--- src/rtl/scpu_run_ctrl_pkg.sv ---
// Shared encodings for the scpu run-control sequencer: FSM states, host commands, halt causes.
// Optional breakpoint logic in the top is enabled by defining SCPU_RUN_CTRL_BREAKPOINT_EN.
package scpu_run_ctrl_pkg;

  typedef enum logic [1:0] {
    RC_ST_BOOT   = 2'd0,
    RC_ST_HALTED = 2'd1,
    RC_ST_RUN    = 2'd2,
    RC_ST_STEP   = 2'd3
  } rc_state_e;

  typedef enum logic [1:0] {
    RC_CMD_RUN   = 2'd0,
    RC_CMD_STEP  = 2'd1,
    RC_CMD_HALT  = 2'd2,
    RC_CMD_RESET = 2'd3
  } rc_cmd_e;

  typedef enum logic [1:0] {
    RC_CAUSE_NONE = 2'd0,
    RC_CAUSE_HLT  = 2'd1,
    RC_CAUSE_HOST = 2'd2,
    RC_CAUSE_BKPT = 2'd3
  } rc_cause_e;

  // Width of a counter that must be able to hold the value n.
  function automatic int unsigned cnt_width(input int unsigned n);
    return (n < 2) ? 1 : $clog2(n + 1);
  endfunction

endpackage

--- src/rtl/scpu_run_ctrl_sat_counter.sv ---
// Up-counter with enable and synchronous clear that sticks at all-ones instead of wrapping.
module sat_counter #(
  parameter int W = 8
) (
  input  logic         clk,
  input  logic         rst,
  input  logic         clr,
  input  logic         en,
  output logic [W-1:0] count
);

  always_ff @(posedge clk or posedge rst) begin
    if (rst) begin
      count <= '0;
    end else if (clr) begin
      count <= '0;
    end else if (en && (count != '1)) begin
      count <= count + W'(1);
    end
  end

endmodule

--- src/rtl/scpu_run_ctrl.sv ---
// Run-control sequencer for the single-cycle core: owns core reset/clock-enable, takes host commands.
// Define SCPU_RUN_CTRL_BREAKPOINT_EN to add the single PC breakpoint; otherwise bp_* inputs are ignored.
module scpu_run_ctrl
  import scpu_run_ctrl_pkg::*;
#(
  parameter int RST_CYCLES = 4,
  parameter int CNT_W      = 32
) (
  input  logic             clk,
  input  logic             reset,
  input  logic             cmd_valid,
  output logic             cmd_ready,
  input  logic [1:0]       cmd_op,
  input  logic             core_halt,
  input  logic [31:0]      core_pc,
  input  logic             bp_set,
  input  logic             bp_clr,
  input  logic [31:0]      bp_addr,
  output logic             core_reset,
  output logic             core_en,
  output logic [1:0]       state,
  output logic [1:0]       halt_cause,
  output logic [CNT_W-1:0] cycle_count
);

  localparam int BOOT_W = cnt_width(RST_CYCLES);

  rc_state_e         state_q;
  rc_cause_e         cause_q;
  rc_cmd_e           cmd;
  logic              cmd_fire;
  logic              bp_hit;
  logic              stop;
  logic              boot_done;
  logic              enter_boot;
  logic [BOOT_W-1:0] boot_cnt;

  assign cmd        = rc_cmd_e'(cmd_op);
  assign cmd_fire   = cmd_valid & cmd_ready;
  assign stop       = core_halt | bp_hit;
  assign boot_done  = (boot_cnt == BOOT_W'(RST_CYCLES - 1));
  assign state      = state_q;
  assign halt_cause = cause_q;

  // A RESET command only wins in RUN when nothing of higher priority stops the core.
  assign enter_boot = cmd_fire && (cmd == RC_CMD_RESET) &&
                      ((state_q == RC_ST_HALTED) || ((state_q == RC_ST_RUN) && !stop));

  always_comb begin
    // NOTE: every output gets a default before the case so no path can infer a latch.
    core_en   = 1'b0;
    cmd_ready = 1'b0;
    unique case (state_q)
      RC_ST_BOOT:   ;
      RC_ST_HALTED: cmd_ready = 1'b1;
      RC_ST_RUN: begin
        core_en   = !stop;
        cmd_ready = 1'b1;
      end
      RC_ST_STEP:   core_en = !core_halt;
    endcase
  end

  always_ff @(posedge clk or posedge reset) begin
    // NOTE: state registers use non-blocking assignments so every branch sees pre-edge values.
    if (reset) begin
      state_q    <= RC_ST_BOOT;
      core_reset <= 1'b1;
      cause_q    <= RC_CAUSE_NONE;
    end else begin
      unique case (state_q)
        RC_ST_BOOT: begin
          if (boot_done) begin
            state_q    <= RC_ST_HALTED;
            core_reset <= 1'b0;
          end
        end
        RC_ST_HALTED: begin
          if (cmd_fire) begin
            unique case (cmd)
              RC_CMD_RUN: begin
                state_q <= RC_ST_RUN;
                cause_q <= RC_CAUSE_NONE;
              end
              RC_CMD_STEP: begin
                state_q <= RC_ST_STEP;
                cause_q <= RC_CAUSE_NONE;
              end
              RC_CMD_RESET: begin
                state_q    <= RC_ST_BOOT;
                core_reset <= 1'b1;
                cause_q    <= RC_CAUSE_NONE;
              end
              RC_CMD_HALT: ;
            endcase
          end
        end
        RC_ST_RUN: begin
          if (stop) begin
            state_q <= RC_ST_HALTED;
            cause_q <= core_halt ? RC_CAUSE_HLT : RC_CAUSE_BKPT;
          end else if (cmd_fire && (cmd == RC_CMD_HALT)) begin
            state_q <= RC_ST_HALTED;
            cause_q <= RC_CAUSE_HOST;
          end else if (cmd_fire && (cmd == RC_CMD_RESET)) begin
            state_q    <= RC_ST_BOOT;
            core_reset <= 1'b1;
            cause_q    <= RC_CAUSE_NONE;
          end
        end
        RC_ST_STEP: begin
          state_q <= RC_ST_HALTED;
          cause_q <= core_halt ? RC_CAUSE_HLT : RC_CAUSE_HOST;
        end
      endcase
    end
  end

  // The boot counter idles at zero outside BOOT, so every entry into BOOT starts a fresh count.
  sat_counter #(.W(BOOT_W)) u_boot_cnt (
    .clk   (clk),
    .rst   (reset),
    .clr   (state_q != RC_ST_BOOT),
    .en    (state_q == RC_ST_BOOT),
    .count (boot_cnt)
  );

  sat_counter #(.W(CNT_W)) u_cycle_cnt (
    .clk   (clk),
    .rst   (reset),
    .clr   (enter_boot),
    .en    (core_en),
    .count (cycle_count)
  );

`ifdef SCPU_RUN_CTRL_BREAKPOINT_EN
  logic [31:0] bp_pc;
  logic        bp_valid;
  logic        skip;

  // skip masks the breakpoint for the first RUN cycle so resuming from it executes that instruction.
  always_ff @(posedge clk or posedge reset) begin
    if (reset) begin
      bp_pc    <= '0;
      bp_valid <= 1'b0;
      skip     <= 1'b0;
    end else begin
      if (bp_set) begin
        bp_pc    <= bp_addr;
        bp_valid <= 1'b1;
      end else if (bp_clr) begin
        bp_valid <= 1'b0;
      end
      skip <= (state_q == RC_ST_HALTED) && cmd_fire && (cmd == RC_CMD_RUN);
    end
  end

  assign bp_hit = (state_q == RC_ST_RUN) && bp_valid && (core_pc == bp_pc) && !skip;
`else
  logic unused_bp;

  assign unused_bp = ^{bp_set, bp_clr, bp_addr, core_pc};
  assign bp_hit    = 1'b0;
`endif

endmodule

--- config.mk ---
export PLATFORM = sky130hd
export DESIGN_NAME = scpu_run_ctrl
export DESIGN_NICKNAME = d
export VERILOG_FILES = /design/src/rtl/scpu_run_ctrl_pkg.sv /design/src/rtl/scpu_run_ctrl_sat_counter.sv /design/src/rtl/scpu_run_ctrl.sv
export SDC_FILE = /design/constraint.sdc
export NUM_CORES = 1
export LEC_CHECK = 0
export ABC_CLOCK_PERIOD_IN_PS = 2650
export CAP_MARGIN = 20
export CORE_MARGIN = 2
export CORE_UTILIZATION = 42
export CTS_CLUSTER_DIAMETER = 30
export DETAILED_ROUTE_END_ITERATION = 7
export PLACE_DENSITY = 0.78
export SYNTH_ARGS = -nofsm -noshare
export SYNTH_HDL_FRONTEND = slang
export SYNTH_SLANG_ARGS = --single-unit
export TNS_END_PERCENT = 10
--- constraint.sdc ---
create_clock -name clk -period 2.65 [get_ports clk]
set_input_delay 0.6625 -clock clk [delete_from_list [all_inputs] [get_ports clk]]
set_output_delay 0.6625 -clock clk [all_outputs]
set_load 0.03 [all_outputs]
==> run_results.csv, run 1 <==
group,metric,value,unit
drt,vias_per_cell,5.56,
timing,setup_viol,0,
worst_setup_path,cp.required,1.99,ns
cts,cts_tree,"built",
synth,syn-num-nets,344,
synth,netlist.top_cell.by_area,"dfrtp_1",
worst_setup_path,endpoint_kind,"output pin",
cts,clock_latency,0.29,ns
synth,ys_types,44,
cts,clk_path_buf_depth,2,
floorplanning,num_rows,27,
worst_setup_path,cp-start-kind,"flip-flop",
finish,num-fill-cells,497,
timing,max_freq,0.391,GHz
timing,tns,0,ns
finish,nets,400,
power,ir_drop,0.504,mV
synth,yosys-top-cells-area,"dfrtp_1 41%, ha_1 6.8%, nand2_1 4.2%, nand4_1 3.4%, a21oi_1 3.1%",
timing,skew,0.00400,ns
synth,yosysWarnings,0,
floorplanning,die-height,79.7,µm
worst_setup_path,critPathBufInv,3,
timing,rsz0062_at_grt,"no",
drt,drtIter0Drc,107,
finish,syn2layout_area_growth,28.6,%
finish,utilization,56.1,%
power,leakagePower,1.32,nW
worst_hold_path,hp-class,"flip-flop to flip-flop",
worst_setup_path,worst-path-max-fanout,6,
synth,synth_top_area_share,40.6,%
floorplanning,initial_core_util,43.6,%
timing,max_slew_margin,50.6,%
floorplanning,dieArea,6340,µm²
synth,synth_flop_cell,"dfrtp_1",
synth,synth_edf_count,0,
synth,avgSynthCellArea,9.28,µm²
floorplanning,core-area,5510,µm²
worst_setup_path,path_delay_family,"buffers and inverters",
worst_setup_path,crit_chain,"inv_1 -> ha_1 -> o21bai_2 -> clkinv_1 -> dlygate4sd2_1",
cts,root_buffer,"clkbuf_8",
worst_setup_path,max_stage_delay,0.43,ns
timing,tightest_slew,0.735,ns
worst_setup_path,arrival,1.89,ns
floorplanning,die_width,79.7,µm
floorplanning,ios,111,
drt,drt_pre_antenna_iters,4,
global_route,grt_pass1_wl,9180,µm
job,maxCapViolations,0,
synth,synth-seq-cells,40,
power,p_per_area,609,nW/µm²
timing,hold_viol,0,
finish,num_antenna_cells,0,
timing,slew_violations,0,
timing,finalCriticalPeriod,2.56,ns
drt,ant_nets,0,
global_route,antenna_found_initial,0,
cts,cts_setup_buffers,0,
cts,htree_levels,2,
synth,seq_area_frac_synth,41.7,%
finish,drive_above_1_share,8.23,%
status,status,"finished, final reports clean",
synth,synthesis.area,2400,µm²
global_route,overflow,0,
global_route,grt_pass1_vias,2020,
synth,async_flop_share,100,%
worst_setup_path,worst_path_max_delay_cell,"dfrtp_1",
drt,vias,2159,
cts,path_clk_slew,0.07,ns
drt,wl_per_cell,13.8,µm
placed_design,gp_congestion,0.850,
cts,cts_sinks,40,
cts,cts_made_buffers,5,
synth,synthCells,259,
placed_design,hpwlAfterDp,3840,µm
global_route,track_usage,18.0,%
timing,final.period_utilization,96.4,%
placed_design,portBuffers,44,
drt,wl,5350,µm
worst_setup_path,crit_type,"flip-flop to output pin",
global_route,grt_max_degree,41,
drt,drcViolationCount,0,
==> stage by stage <==
| stage | worst slack [ns] | instance area [µm²] | power [mW] | instances | hold slack (ns) |
|---|---|---|---|---|---|
| 2_1_floorplan | 0.205 | 2400 | 1.22 | 259 | 0.516 |
| 4_1_cts | 0.0000127 | 3080 | 1.90 | 388 | 0.545 |
| 3_3_place_gp | -0.172 | 3000 | 1.46 | 380 | 0.513 |
| 6_report | 0.0944 | 3090 | 1.88 | 388 | 0.527 |
| 3_5_place_dp | -0.180 | 3000 | 1.48 | 380 | 0.519 |
| 5_1_grt | 0.0154 | 3090 | 2.00 | 388 | 0.562 |
==> flip-flops by register name, summed over array words and instances, names as in the netlist <==
name               cells
u_cycle_cnt.count     32
halt_cause             2
u_boot_cnt.count       3
state                  2
core_reset             1
==> repair_timing <==
item	4_1_cts	5_1_grt
resized for setup	1	2
endpoints found under the setup margin	1	2
pin swaps	0	0
hold buffers	0	0
==> report_power, final <==
group / switching (mW) / internal (mW) / leakage (nW) / total (mW)
Combinational: 0.416 / 0.301 / 0.731 / 0.717
Sequential: 0.0638 / 0.687 / 0.546 / 0.751
Clock: 0.202 / 0.212 / 0.0455 / 0.414
==> cell type report <==
| type | count | area [µm²] | area share [%] |
|---|---|---|---|
| clock buffer | 8 | 90.1 | 2.91 |
| inverter | 13 | 48.8 | 1.58 |
| multi-input combinational | 198 | 1310 | 42.3 |
| sequential | 40 | 1000 | 32.4 |
| tap | 72 | 90.1 | 2.91 |
| timing repair buffer | 57 | 552 | 17.9 |
==> worst paths after layout <==
path / startpoint / end / slack (ns) / depth (start not counted)
worst max-delay path: state[0] / core_en / 0.09 / 5
worst min-delay path: halt_cause[1] / halt_cause[1] / 0.53 / 1
worst max register to register: state[0] / u_cycle_cnt.count[25] / 0.20 / 8
worst min register to register: halt_cause[1] / halt_cause[1] / 0.53 / 1
max in group asynchronous: reset / u_boot_cnt.count[2] / 1.48 / 3
min in group asynchronous: reset / halt_cause[1] / 0.79 / 3
==> cell usage in the layout, fill, tap and decap left out, drive strengths merged, types with 4 or more instances in the layout <==
master          n
nor2           19
ha             13
or3             9
nand2          27
nand3          10
buf            13
clkdlybuf4s50  42
o211ai          8
or4             8
xnor2           8
dfrtp          39
and3            4
nand4          13
and4            5
o21ai          15
a21oi          15
inv            12
mux2i           5
clkbuf          8
==> kinds of logic after synthesis <==
| group | Yosys count | share of synthesized area (%) |
|---|---|---|
| buffers and inverters | 21 | 4.06 |
| AO/OA/AOI/OAI | 56 | 15.1 |
| AND/OR/NAND/NOR | 112 | 25.7 |
| multiplexers | 7 | 3.02 |
| adder cells (fa/ha/maj) | 13 | 6.77 |
| XOR/XNOR | 10 | 3.64 |
| flip-flops | 40 | 41.7 |
==> routing by layer <==
| layer | up-vias | routed length, µm | GRT usage, % |
|---|---|---|---|
| met3 | 10 | 227 | 3.96 |
| li1 | 1066 | - | - |
| met4 | 0 | 87 | 7.07 |
| met5 | - | 0 | 0 |
| met2 | 48 | 2660 | 30.2 |
| met1 | 1035 | 2370 | 22.4 |
==> cells in the mapped netlist (2+ instances only) <==
master     n
a211oi_1   2
a21oi_1   15
a221oi_1   2
a31oi_1    3
a41o_1     2
and2_1     3
and3_1     4
and4_1     4
buf_6      2
clkbuf_1   5
dfrtp_1   39
ha_1      13
inv_1     12
mux2_2     2
mux2i_1    5
nand2_1   27
nand2b_1   3
nand3_1   10
nand4_1   13
nand4b_1   2
nor2_1    19
nor2b_1    3
nor3_1     3
o211ai_1   8
o21ai_0   14
o21bai_1   2
o31ai_1    2
or3_1      9
or4_1      8
xnor2_1    8
xor2_1     2
Note: power is estimated with default switching activity, not from simulation.
==> inputs of run 2 (changes only) <==
ABC_AREA = 1   (was unset)
ABC_CLOCK_PERIOD_IN_PS = unset   (was 2650)
CORE_UTILIZATION = 44   (was 42)
==> run 2 against run 1 <==
  * Maximum frequency shrank 0.24%
  * Total power grew 32%
  * Worst setup slack lost 0.0062 ns
  * Sequential power grew 13%
  * Wire length grew 33%
  * Clock power grew 4%
==> run_results.csv, run 2 <==
group,metric,value,unit
drt,drtIter0Drc,226,
worst_setup_path,path_delay_family,"buffers and inverters",
drt,drcViolationCount,0,
finish,drive_above_1_share,6.28,%
global_route,gr-usage-met3,3.64,%
power,p_per_area,722,nW/µm²
worst_hold_path,hp-class,"flip-flop to flip-flop",
timing,hold_viol,0,
synth,synth_top_area_share,34.5,%
floorplanning,ios,111,
cts,clk_path_buf_depth,2,
cts,path_clk_slew,0.07,ns
timing,tightest_slew,0.522,ns
job,maxCapViolations,0,
synth,async_flop_share,100,%
timing,skew,0.0114,ns
finish,layout_common_cells,"150 x nand2_1, 60 x nor2_1, 48 x inv_1",
synth,syn-num-nets,513,
timing,tns,0,ns
timing,max_slew_margin,65.2,%
worst_setup_path,worst-path-max-fanout,5,
global_route,met1_usage,26.5,%
worst_setup_path,cp-start-kind,"flip-flop",
timing,finalCriticalPeriod,2.56,ns
status,status,"finished, final reports clean",
cts,htree_levels,2,
timing,rsz0062_at_grt,"no",
cts,cts-resized-gates,0,
power,power,2.48,mW
timing,setup_viol,0,
synth,ys_types,26,
cts,root_buffer,"clkbuf_8",
worst_setup_path,crit_type,"flip-flop to output pin",
finish,num_antenna_cells,0,
global_route,grt_pass1_vias,2711,
finish,mostFrequentLayoutCell,"nand2_1",
synth,synthesis.area,2830,µm²
floorplanning,initial_core_util,45.0,%
synth,synth-seq-cells,40,
timing,final.period_utilization,96.7,%
worst_setup_path,endpoint_kind,"output pin",
placed_design,gp_congestion,0.946,
drt,wl_per_cell,12.8,µm
drt,vias_per_cell,5.14,
floorplanning,die_width,84.2,µm
cts,cts_sinks,40,
global_route,track_usage,20.8,%
global_route,grt_pass1_wl,12200,µm
global_route,use_met2,35.4,%
synth,yosysMostFrequentCell,"nand2_1",
synth,yosys-top-cells-count,"150 x nand2_1, 60 x nor2_1, 48 x inv_1",
finish,largest_reg_flops,32,
worst_setup_path,crit_chain,"inv_1 -> ha_1 -> clkdlybuf4s50_1",
cts,cts_made_buffers,5,
synth,yosys-top-cells-area,"dfrtp_1 35%, nand2_1 20%, nor2_1 8.0%, nand3_1 6.7%, inv_1 6.4%",
cts,clock_latency,0.30,ns
timing,max_freq,0.390,GHz
finish,largest-register,"u_cycle_cnt.count",
drt,vias,2852,
finish,num-fill-cells,629,
synth,synth_flop_cell,"dfrtp_1",
synth,synthCells,428,
synth,avgSynthCellArea,6.61,µm²
worst_setup_path,cp.required,1.99,ns
placed_design,place_area,3350,µm²
worst_setup_path,critPathBufInv,2,
synth,netlist.top_cell.by_area,"dfrtp_1",
floorplanning,core-area,6280,µm²
finish,nets,562,
drt,ant_nets,0,
drt,wl,7110,µm
synth,seq_area_frac_synth,35.4,%
power,ir_drop,0.405,mV
floorplanning,num_rows,29,
synth,synth_edf_count,0,
floorplanning,dieArea,7080,µm²
global_route,antenna_found_initial,0,
cts,postCtsHoldBufs,0,
timing,slew_violations,0,
synth,yosysWarnings,0,
finish,final_cell_area,3440,µm²
worst_setup_path,arrival,1.90,ns
power,leakagePower,1.59,nW
global_route,grt.busiest_layer,"met2",
global_route,overflow,0,
finish,largestRegisters,"u_cycle_cnt.count x32, u_boot_cnt.count x3",
placed_design,hpwlAfterDp,5190,µm
finish,syn2layout_area_growth,21.6,%
floorplanning,die-height,84.2,µm
worst_setup_path,max_stage_delay,0.70,ns
worst_setup_path,worst_path_max_delay_cell,"clkdlybuf4s50_1",
drt,drt_pre_antenna_iters,4,
global_route,grt_max_degree,41,
placed_design,portBuffers,44,
cts,cts_tree,"built",
cts,cts_setup_buffers,0,
-- run 2: cell count changes after synthesis, sizes merged, moves of 4 or more --
cell and delta:
or3 -9, nand3 +29, and4 -5, nor2 +44
and3 -4, xnor2 -6, a21oi -6, mux2i -5
or4 -8, nand2 +129, inv +37, o21ai +8
o211ai -8
-- run 2: metal layers --
| layer | wire length, µm | vias up |
|---|---|---|
| met5 | 0 | - |
| met4 | 111 | 0 |
| met3 | 486 | 13 |
| met2 | 3430 | 92 |
| met1 | 3080 | 1296 |
| li1 | - | 1451 |
-- run 2: worst paths after layout --
kind,from,to,slack [ns],cells past startpoint
worst max-delay path,state[0],cmd_ready,0.09,3
worst min-delay path,core_reset,core_reset,0.49,2
worst max register to register,u_cycle_cnt.count[1],u_cycle_cnt.count[17],0.62,11
worst min register to register,core_reset,core_reset,0.49,2
max in group asynchronous,reset,state[1],1.48,3
min in group asynchronous,reset,halt_cause[0],0.78,3
-- run 2: kinds of logic after synthesis --
group	count (synthesis)	share of synthesized area, %
AO/OA/AOI/OAI	35	6.59
XOR/XNOR	5	1.55
AND/OR/NAND/NOR	278	42.0
flip-flops	40	35.4
adder cells (fa/ha/maj)	13	5.75
buffers and inverters	57	8.67
-- run 2: stage by stage --
| step | hold WS, ns | worst slack, ns | cells | utilization [%] |
|---|---|---|---|---|
| after floorplan | 0.463 | 0.408 | 428 | - |
| after global placement | 0.475 | 0.279 | 547 | 53.3 |
| after detailed placement | 0.475 | 0.211 | 547 | 53.3 |
| after CTS | 0.494 | 0.0769 | 555 | 54.8 |
| after global routing | 0.521 | 0.0175 | 555 | 54.8 |
| final | 0.492 | 0.0883 | 555 | 54.8 |
-- run 2: worst reg2reg max path, stage by stage (launching register included) --
cell and delay (ns):
dfrtp_1 0.40, ha_1 0.20, nand2_1 0.12, nor2_4 0.19
nand2_4 0.09, nor2_4 0.20, nand2_2 0.09, nand2_4 0.10
nand2_2 0.06, inv_2 0.33, nand2_1 0.11, nand2_1 0.09
-- run 2: layout make-up --
type                    instances  area (µm²)  area share [%]
clock buffers                   6        82.6            2.40
well taps                      77        96.3            2.80
flip-flops and latches         40        1000            29.1
clock inverters                 2        10.0           0.291
multi-input cells             331        1580            46.0
repair buffers                 50         483            14.0
inverters                      49         184            5.35
-- run 2: report_power, final --
part	leakage (nW)	internal (mW)	total [mW]	switching (mW)
clock	0.0510	0.208	0.429	0.221
sequential	0.543	0.728	0.846	0.118
combinational	0.999	0.426	1.21	0.783
